===== src/rtl/loader_pkg.sv =====
// -----------------------------------------------------------------------------
// loader_pkg -- shared definitions for the instruction-memory loader.
//
// Contents:
//   BYTES_PER_WORD : number of program bytes packed into one memory word (4)
//   state_t        : loader FSM state encoding
//   checksum_term  : value the trailing checksum byte must carry
//
// Optional feature macro: LOADER_CHECKSUM_EN
//   Defined   -> the CHECK state exists and a trailing checksum byte is verified.
//   Undefined -> no CHECK state; the loader goes straight from the last write
//                to DONE.
// -----------------------------------------------------------------------------
package loader_pkg;

  localparam int BYTES_PER_WORD = 4;

`ifdef LOADER_CHECKSUM_EN
  typedef enum logic [2:0] {
    IDLE,
    COLLECT,
    WRITE,
    CHECK,
    DONE
  } state_t;
`else
  typedef enum logic [2:0] {
    IDLE,
    COLLECT,
    WRITE,
    DONE
  } state_t;
`endif

  // The trailing byte is correct when it brings the modulo-256 sum of the
  // whole image back to zero, i.e. it is the two's complement of the sum.
  function automatic logic [7:0] checksum_term(input logic [7:0] sum);
    return 8'(~sum + 8'd1);
  endfunction

endpackage


===== src/rtl/instr_mem_loader_if.sv =====
// -----------------------------------------------------------------------------
// instr_mem_loader_if -- byte-stream handshake into the loader.
//
// Signals:
//   byte_in    : incoming program byte (source -> loader)
//   byte_valid : byte_in carries a byte (source -> loader)
//   byte_ready : loader takes the byte this cycle (loader -> source)
// A byte moves only on a cycle where byte_valid and byte_ready are both 1.
//
// Modports:
//   master : the byte source (testbench, UART front end, ...)
//   slave  : the loader
// -----------------------------------------------------------------------------
interface instr_mem_loader_if;

  logic [7:0] byte_in;
  logic       byte_valid;
  logic       byte_ready;

  modport master (
    output byte_in,
    output byte_valid,
    input  byte_ready
  );

  modport slave (
    input  byte_in,
    input  byte_valid,
    output byte_ready
  );

endinterface


===== src/rtl/word_assembler.sv =====
// -----------------------------------------------------------------------------
// word_assembler -- packs accepted bytes into 32-bit little-endian words.
//
// Ports:
//   clk        : clock, rising edge
//   reset      : synchronous active-high reset
//   clear      : synchronous clear of byte counter and assembly register
//   accept     : a byte is transferred this cycle
//   byte_in    : the byte being transferred
//   word_out   : assembly register with the current byte merged in; complete
//                on the cycle word_valid is high
//   word_valid : 1-cycle pulse on the cycle the last byte of a word is accepted
//
// The k-th accepted byte of a word lands in bits [8k+7:8k].
// -----------------------------------------------------------------------------
module word_assembler
  import loader_pkg::*;
(
  input  logic        clk,
  input  logic        reset,
  input  logic        clear,
  input  logic        accept,
  input  logic [7:0]  byte_in,
  output logic [31:0] word_out,
  output logic        word_valid
);

  localparam int CNT_W = $clog2(BYTES_PER_WORD);

  logic [CNT_W-1:0] count_q;
  logic [31:0]      asm_q;
  logic [31:0]      asm_next;

  // NOTE: every signal written in an always_comb gets a default first, so no
  // path through the block leaves it unassigned and no latch is inferred.
  always_comb begin
    asm_next                        = asm_q;
    asm_next[{count_q, 3'b000} +: 8] = byte_in;
  end

  // Presenting the merged word combinationally lets the parent capture the
  // finished word on the same edge that accepts its last byte.
  assign word_out   = asm_next;
  assign word_valid = accept && (count_q == CNT_W'(BYTES_PER_WORD - 1));

  // NOTE: sequential state uses non-blocking assignments only, so every
  // register samples the pre-edge values regardless of statement order.
  always_ff @(posedge clk) begin
    if (reset || clear) begin
      count_q <= '0;
      asm_q   <= '0;
    end else if (accept) begin
      count_q <= count_q + CNT_W'(1);
      asm_q   <= asm_next;
    end
  end

endmodule


===== src/rtl/instr_mem_loader.sv =====
// -----------------------------------------------------------------------------
// instr_mem_loader -- streams a program image byte-by-byte into an instruction
// memory while holding the CPU core.
//
// Parameters:
//   ADDR_W   : byte-address width of the instruction memory; the image is
//              2**ADDR_W bytes = 2**(ADDR_W-2) words
//
// Ports:
//   clk      : clock, rising edge
//   reset    : synchronous active-high reset; priority over everything else
//   start    : begin a load (honoured only in IDLE or DONE)
//   bus      : byte-stream handshake (instr_mem_loader_if.slave)
//   mem_add  : byte address to the memory Add input (word_index*4)
//   mem_data : word to the memory InA input
//   mem_wen  : memory write enable, one cycle per word
//   cpu_hold : holds the CPU core while a load is in progress
//   done     : image fully written
//   err      : trailing checksum byte did not match
//
// Optional feature macro: LOADER_CHECKSUM_EN
//   Defined   -> keep a modulo-256 sum of the image, accept one trailing byte
//                in CHECK and flag err when it is not the two's complement of
//                the sum.
//   Undefined -> no CHECK state, no sum logic, err tied to 0.
// -----------------------------------------------------------------------------
module instr_mem_loader
  import loader_pkg::*;
#(
  parameter int ADDR_W = 6
) (
  input  logic                clk,
  input  logic                reset,
  input  logic                start,
  instr_mem_loader_if.slave   bus,
  output logic [31:0]         mem_add,
  output logic [31:0]         mem_data,
  output logic                mem_wen,
  output logic                cpu_hold,
  output logic                done,
  output logic                err
);

  localparam int IDX_W = ADDR_W - 2;
  localparam int DEPTH = 2 ** IDX_W;

  state_t           state_q;
  state_t           state_next;
  logic [IDX_W-1:0] word_idx_q;
  logic [31:0]      mem_add_q;
  logic [31:0]      mem_data_q;

  logic             start_load;
  logic             transfer;
  logic             collect_accept;
  logic             last_word;
  logic [31:0]      word_out;
  logic             word_valid;

  assign start_load     = start && (state_q == IDLE || state_q == DONE);
  assign transfer       = bus.byte_valid && bus.byte_ready;
  assign collect_accept = transfer && (state_q == COLLECT);
  // The index is saturated here rather than wrapped, so the final word never
  // rolls over onto address 0.
  assign last_word      = (word_idx_q == IDX_W'(DEPTH - 1));

  word_assembler u_word_assembler (
    .clk        (clk),
    .reset      (reset),
    .clear      (start_load),
    .accept     (collect_accept),
    .byte_in    (bus.byte_in),
    .word_out   (word_out),
    .word_valid (word_valid)
  );

  // ---------------------------------------------------------------------------
  // FSM
  // ---------------------------------------------------------------------------
  always_ff @(posedge clk) begin
    if (reset) state_q <= IDLE;
    else       state_q <= state_next;
  end

  always_comb begin
    state_next = state_q;
    case (state_q)
      IDLE:    if (start) state_next = COLLECT;
      COLLECT: if (word_valid) state_next = WRITE;
      WRITE: begin
        if (!last_word) begin
          state_next = COLLECT;
        end else begin
`ifdef LOADER_CHECKSUM_EN
          state_next = CHECK;
`else
          state_next = DONE;
`endif
        end
      end
`ifdef LOADER_CHECKSUM_EN
      CHECK:   if (transfer) state_next = DONE;
`endif
      DONE:    if (start) state_next = COLLECT;
      default: state_next = IDLE;
    endcase
  end

  // ---------------------------------------------------------------------------
  // Word index and memory bus registers
  // ---------------------------------------------------------------------------
  // NOTE: mem_add/mem_data are reset even though they are plain data
  // registers, because the memory port must read all-zero out of reset.
  always_ff @(posedge clk) begin
    if (reset) begin
      word_idx_q <= '0;
      mem_add_q  <= '0;
      mem_data_q <= '0;
    end else begin
      if (start_load) begin
        word_idx_q <= '0;
      end else if (state_q == WRITE && !last_word) begin
        word_idx_q <= word_idx_q + IDX_W'(1);
      end
      // Captured on the edge that takes the last byte, then held until the
      // next word completes.
      if (word_valid) begin
        mem_add_q  <= 32'({word_idx_q, 2'b00});
        mem_data_q <= word_out;
      end
    end
  end

  assign mem_add  = mem_add_q;
  assign mem_data = mem_data_q;
  assign mem_wen  = (state_q == WRITE);
  assign done     = (state_q == DONE);

`ifdef LOADER_CHECKSUM_EN
  assign bus.byte_ready = (state_q == COLLECT) || (state_q == CHECK);
  assign cpu_hold       = (state_q == COLLECT) || (state_q == WRITE) ||
                          (state_q == CHECK);

  // ---------------------------------------------------------------------------
  // Checksum
  // ---------------------------------------------------------------------------
  logic [7:0] sum_q;
  logic       err_q;

  always_ff @(posedge clk) begin
    if (reset || start_load) begin
      sum_q <= '0;
      err_q <= 1'b0;
    end else begin
      if (collect_accept) sum_q <= sum_q + bus.byte_in;
      if (state_q == CHECK && transfer) err_q <= (bus.byte_in != checksum_term(sum_q));
    end
  end

  assign err = err_q;
`else
  assign bus.byte_ready = (state_q == COLLECT);
  assign cpu_hold       = (state_q == COLLECT) || (state_q == WRITE);
  assign err            = 1'b0;
`endif

endmodule


===== src/flat_wrapper.sv =====
// flat-port wrapper written by rule: the top's interface ports become plain ports
module instr_mem_loader_flat import loader_pkg::*;
#(
  parameter int ADDR_W = 6
)
  (clk, reset, start, mem_add, mem_data, mem_wen, cpu_hold, done, err, bus_byte_in, bus_byte_valid, bus_byte_ready);
  instr_mem_loader_if bus_i ();
  input  logic clk;
  input  logic reset;
  input  logic start;
  output logic [31:0] mem_add;
  output logic [31:0] mem_data;
  output logic mem_wen;
  output logic cpu_hold;
  output logic done;
  output logic err;
  input wire logic [$bits(bus_i.byte_in)-1:0] bus_byte_in;
  input wire logic [$bits(bus_i.byte_valid)-1:0] bus_byte_valid;
  output wire logic [$bits(bus_i.byte_ready)-1:0] bus_byte_ready;
  assign bus_i.byte_in = bus_byte_in;
  assign bus_i.byte_valid = bus_byte_valid;
  assign bus_byte_ready = bus_i.byte_ready;
  instr_mem_loader #(.ADDR_W(ADDR_W)) u_core (.clk(clk), .reset(reset), .start(start), .bus(bus_i), .mem_add(mem_add), .mem_data(mem_data), .mem_wen(mem_wen), .cpu_hold(cpu_hold), .done(done), .err(err));
endmodule

===== config.mk =====
export PLATFORM = sky130hd
export DESIGN_NAME = instr_mem_loader_flat
export DESIGN_NICKNAME = d
export VERILOG_FILES = /design/src/rtl/loader_pkg.sv /design/src/rtl/instr_mem_loader_if.sv /design/src/rtl/word_assembler.sv /design/src/rtl/instr_mem_loader.sv /design/src/flat_wrapper.sv
export SDC_FILE = /design/constraint.sdc
export NUM_CORES = 1
export LEC_CHECK = 0
export CORE_MARGIN = 10
export CORE_UTILIZATION = 43
export DETAILED_ROUTE_END_ITERATION = 10
export PLACE_DENSITY_LB_ADDON = 0.12
export SYNTH_ARGS = -nofsm -noshare
export SYNTH_HDL_FRONTEND = slang
export SYNTH_SLANG_ARGS = --single-unit

===== constraint.sdc =====
create_clock -name clk -period 2.1 [get_ports clk]
set_input_delay 0.42 -clock clk [delete_from_list [all_inputs] [get_ports clk]]
set_output_delay 0.42 -clock clk [all_outputs]
set_load 0.1 [all_outputs]

## Word-level counts from Yosys, hierarchy flattened

Index checks and enable logic that the tools add are counted.

- Output and inout bits: 69
- Flip-flop bits (word level): 77
- Word-level logic and storage cells: 36

- Muxes and demuxes: 5
- Add/subtract/negate cells: 3
- Reduce and logical (&&, ||, !) cells: 13
- Shift-type cells: 2
- Equality and inequality tests: 7

Operator list:

| cell | count |
|---|---|
| 32-bit bitwise mux | 1 |
| 8-bit by 7-bit variable shift with 32-bit output, first input constant | 1 |
| 8-bit by 7-bit variable part select with 32-bit output | 1 |
| 3-bit case mux with 3 select lines | 1 |
| 5-bit negation with 7-bit output | 1 |
| 3-bit by 2-bit equality test with 1-bit output, second input constant | 2 |
| 3-bit 2-to-1 mux | 2 |
| 1-bit logical AND | 5 |
| 4-bit by 1-bit adder with 4-bit output, second input constant | 1 |
| 4-bit equality test, second input constant | 1 |
| 2-bit OR reduction | 2 |
| 3-bit by 1-bit equality test with 1-bit output, second input constant | 1 |
| 3-bit logical NOT | 1 |
| 1-bit logical OR | 3 |
| 2-bit by 1-bit adder with 2-bit output, second input constant | 1 |
| 2-bit equality test, second input constant | 1 |
| 2-bit 2-to-1 mux | 1 |
| 2-bit by 1-bit != test with 1-bit output, second input constant | 1 |
| 2-bit != test, second input constant | 1 |
| 2-bit AND reduction | 1 |
| 1-bit logical NOT | 1 |

## Depth between registers and ports, before layout

- Word-level depth: 6
- Mapped depth: 7
- Gate-level depth less buffers: 5

## Cells and area by module

A second synthesis with hierarchy kept.

- Cells, all modules: 401
- Area, all modules: 3639.7 µm²

By module, submodules not included:

| module | instances | cells an instance | sequential area each (µm²) | area each (µm²) |
|---|---|---|---|---|
| instr_mem_loader | 1 | 187 | 840.8 | 1844.3 |
| word_assembler | 1 | 214 | 680.7 | 1795.5 |

## Least setup slack after synthesis

OpenSTA, ideal clock, no wires.

- Path type: flip-flop to flip-flop
- From: register u_core.state_q[1]
- To: register u_core.mem_data_q[11] (netlist: u_core.mem_data[11])
- Stages on the path, launching flop included: 7
- Setup time: 0.123 ns
- Buffers on the path: 1
- Required time: 1.977 ns
- Arrival: 2.193 ns
- Setup slack: -0.216 ns
- Cell sequence: dfxtp_1 inv_1 ha_1 nand3_1 clkbuf_1 a221oi_1 nor2_1

- Word-level cells in the longest chain between the ends: 4

RTL lines:

| what | RTL line | source |
|---|---|---|
| start, declared | instr_mem_loader.sv:47 | `state_t state_q;` |
| start signal, assigned | instr_mem_loader.sv:82 | `else state_q <= state_next;` |
| 3-bit by 1-bit equality test with 1-bit output * | instr_mem_loader.sv:162 | `assign bus.byte_ready = (state_q == COLLECT);` |
| via bus_byte_ready | flat_wrapper.sv:19 | `output wire logic [$bits(bus_i.byte_ready)-1:0] bus_byte_ready;` |
| 1-bit logical AND | instr_mem_loader.sv:61 | `assign transfer = bus.byte_valid && bus.byte_ready;` |
| 1-bit logical AND * | instr_mem_loader.sv:62 | `assign collect_accept = transfer && (state_q == COLLECT);` |
| 1-bit logical AND * | word_assembler.sv:44 | `assign word_valid = accept && (count_q == CNT_W'(BYTES_PER_WORD - 1));` |
| end signal, assigned | instr_mem_loader.sv:129 | `mem_data_q <= word_out;` |
| end, declared | instr_mem_loader.sv:51 | `logic [31:0] mem_data_q;` |

Mark *: on every way through the listed nets, which the timed path passes. The rest lies on a longest branch.
A chain may end at the register's enable or synchronous reset.

## Final worst setup path

- From: register u_core.u_word_assembler.count_q[1]
- To: register u_core.mem_data_q[22] (netlist: u_core.mem_data[22])

- Word-level cells in the longest chain between the ends: 3
- Elaborated cells between the ends (all ways): 6
- Classes of those cells: add/sub: 1; eq/ne: 1; shift: 2; mux: 1; reduce/logical: 1

RTL lines:

| what | RTL line | source |
|---|---|---|
| start, declared | word_assembler.sv:30 | `logic [CNT_W-1:0] count_q;` |
| start signal, assigned | word_assembler.sv:53 | `count_q <= count_q + CNT_W'(1);` |
| 5-bit negation with 7-bit output | word_assembler.sv:38 | `asm_next[{count_q, 3'b000} +: 8] = byte_in;` |
| 8-bit by 7-bit variable part select with 32-bit output / 8-bit by 7-bit variable shift with 32-bit output (equally long branches) | word_assembler.sv:38 |  |
| 32-bit bitwise mux | word_assembler.sv:38 |  |

Parallel ways exist; a longest one is shown, timed or not.

==> flow_metrics.tcl <==
set metrics [dict create \
    cts-htree-levels 3 \
    initial_utilization 0.4464 \
    timing.hold.ws_ns 0.4563 \
    yosysTopAreaCell "dfxtp_1" \
    multiInputGateArea_um2 1455 \
    slowest_stage "ha_1" \
    finalHoldViolations 0 \
    track_usage 0.1467 \
    grt-ovfl-total 0 \
    max_clock_freq_mhz 521.2 \
    reg2reg_slack_ns 0.18 \
    core_area_um2 6869 \
    diodes 0 \
    synth_top_area_frac 0.4439 \
    clk_pin_slew_ns 0.07 \
    die_area_um2 10910 \
    drt_pre_antenna_iters 4 \
    p_total_uw 3205 \
    io_buffers 51 \
    wl_per_cell_um 16.57 \
    p_leak_uw 0.001523 \
    hold_buffers 0 \
    maxSlewHeadroom 0.6389 \
    grt_max_degree 29 \
    die_h_um 104.5 \
    drt_iter0_markers 131 \
    post-synth-top-count-cell "dfxtp_1" \
    drive_above_1_share 0.1955 \
    globalplace.congestion 0.8283 \
    syn_inst 341 \
    cts_tree "done" \
    worstPathMaxFanout 9 \
    powerDensity_nw_per_um2 849.7 \
    syn_area_um2 3067 \
    fillers 643 \
    synth-async-reset-ratio 0 \
    first_global_vias 2578 \
    root_buffer "clkbuf_8" \
    tightest_slew_ns 0.5410 \
    synth_area_leaders "dfxtp_1, buf_4, nor2_1" \
    place.detailed.hpwl_um 5881 \
    hp-class "reg2reg" \
    synthTopCellsByCount "dfxtp_1, nor2_1, buf_4" \
    ys_ff_latch 68 \
    cts_buffers 9 \
    clock_latency_ns 0.34 \
    layout.area.seq_um2 1361 \
    outcome "finished clean" \
    finalSetupTns_ns 0 \
    final-setup-viol-count 0 \
    io_pins 81 \
    required_ns 2.35 \
    clock_path_buffers 2 \
    synth_top_flop_cell "dfxtp_1" \
    r2r-end "u_core.mem_data[22]" \
    arrival_ns 2.16 \
    rr_startpoint "u_core.u_word_assembler.count_q[1]" \
    vias 2664 \
    min_period_ns 1.919 \
    yosysWarningCount 0 \
    yosysUniqueCellTypes 40 \
    antenna_found_initial 0 \
    syn_to_final_growth_pct 23.01 \
    skew_ns 0.009231 \
    drc 0 \
    grt_pass1_wl_um 13300 \
    die_x_um 104.5 \
    cp-start-kind "register" \
    finalWirelength_um 8201 \
    drv_cap 0 \
    worstHoldStart "u_core.mem_data[24]" \
    num_rows 30 \
    rsz0062_at_grt "false" \
    vias_per_cell 5.382 \
    worstPathCellList "inv_1, ha_1, nor3b_4, buf_4, nand4_1, a311oi_1" \
    min_to "u_core.mem_data[24]" \
    max-vdd-ir-drop_uv 391.2 \
    critPathKind "reg2reg" \
    synth-edff-count 0 \
    synth_seq_area_share 0.4439 \
    avgSynthCellArea_um2 8.993 \
    fin_crit_sh 0.9137 \
    ant_nets 0 \
    nets 416 \
    r2r_cells 6 \
    end_kind "register" \
    min_path_cells 2 \
    cp_slowest_stage_delay_ns 0.41 \
    final_max_slew_viol_count 0 \
    cts.sinks 68 \
]
==> power by group <==
part | switching, uW | internal [uW] | leakage [uW]
clock | 481 | 610 | 0.000102
combinational | 598 | 189 | 0.000872
sequential | 17.2 | 1310 | 0.000548
total | 1100 | 2110 | 0.00152
==> repair_timing <==
action                     in CTS  in global routing
buffers inserted                0                  3
gates resized for setup         0                  1
setup endpoints to repair       0                 12
==> critical path, delay by kind of cell (launching register included) <==
| family | cells | cell delay, ns |
|---|---|---|
| AOI/OAI and AO/OA | 1 | 0.30 |
| adders and majority gates | 1 | 0.41 |
| buffers and inverters | 2 | 0.31 |
| DFF | 1 | 0.39 |
| and+or+nand+nor | 2 | 0.42 |
==> per-stage QoR <==
stage          setup slack (ns)  instances    util  area [um2]
3_5_place_dp             0.1437        476  0.5155        3541
4_1_cts                  0.1180        492  0.5450        3744
6_report                 0.1812        495  0.5492        3772
2_1_floorplan            0.1047        369       -        3174
3_3_place_gp             0.1973        476  0.5155        3541
5_1_grt                 0.04734        495  0.5492        3772
==> layer usage <==
layer	wire length, um	vias to the layer above	global-route usage
li1	-	1301	-
met1	3680	1262	0.1837
met2	3733	92	0.2171
met3	650	9	0.06196
met4	137	0	0.05567
met5	0	-	0
==> flip-flops by register name (all words and copies together), names as in the netlist <==
signal                           count
u_core.mem_data                     32
u_core.u_word_assembler.asm_q       24
u_core.state_q                       2
u_core.word_idx_q                    4
u_core.mem_add                       4
u_core.u_word_assembler.count_q      2
==> final cells by class <==
type,instances,share of cell area
multi-input combinational,236,0.3857
sequential,68,0.3609
timing repair buffer,69,0.1579
clock buffer,12,0.04113
tap,96,0.03184
clock inverter,4,0.01260
inverter,10,0.009950
==> worst max path at each step <==
stage	start	endpoint	slack, ns	cells past startpoint
floorplan	u_core.state_q[0]	u_core.word_idx_q[0]	0.10	5
global placement	bus_byte_valid	u_core.u_word_assembler.asm_q[22]	0.20	4
detailed placement	bus_byte_valid	u_core.u_word_assembler.asm_q[17]	0.14	4
CTS	u_core.u_word_assembler.count_q[1]	u_core.mem_data[22]	0.12	6
global route	u_core.u_word_assembler.count_q[1]	u_core.mem_data[22]	0.05	6
finish	u_core.u_word_assembler.count_q[1]	u_core.mem_data[22]	0.18	6
==> kinds of logic (layout without fill, tap and decap cells) <==
logic type,after synthesis,count (layout),synth area share
DFF,68,68,0.4439
adders and majority gates,10,10,0.04080
other,1,29,0.001223
buffers and inverters,65,95,0.1208
xor gates and xnor gates,1,1,0.002856
and+or+nand+nor,100,100,0.1677
muxes,1,1,0.003264
AOI/OAI and AO/OA,95,95,0.2195
==> placed cells by master, fill, tap and decap left out, types with 7 or more instances in the layout <==
cell             Yosys  routed
a21oi_1             25      25
a221oi_1            13      13
a32o_1              12      12
a32oi_1             12      12
buf_4               30      54
clkbuf_8             0      11
clkdlybuf4s50_1      0      11
conb_1               1      29
dfxtp_1             68      68
ha_1                10       9
inv_1                9       9
nand2_1             18      18
nand2b_1            10      10
nand3_1              7       7
nand4_1             18      18
nor2_1              34      34
o21ai_0             19      19
No activity file was read; power rests on OpenSTA's default activity.
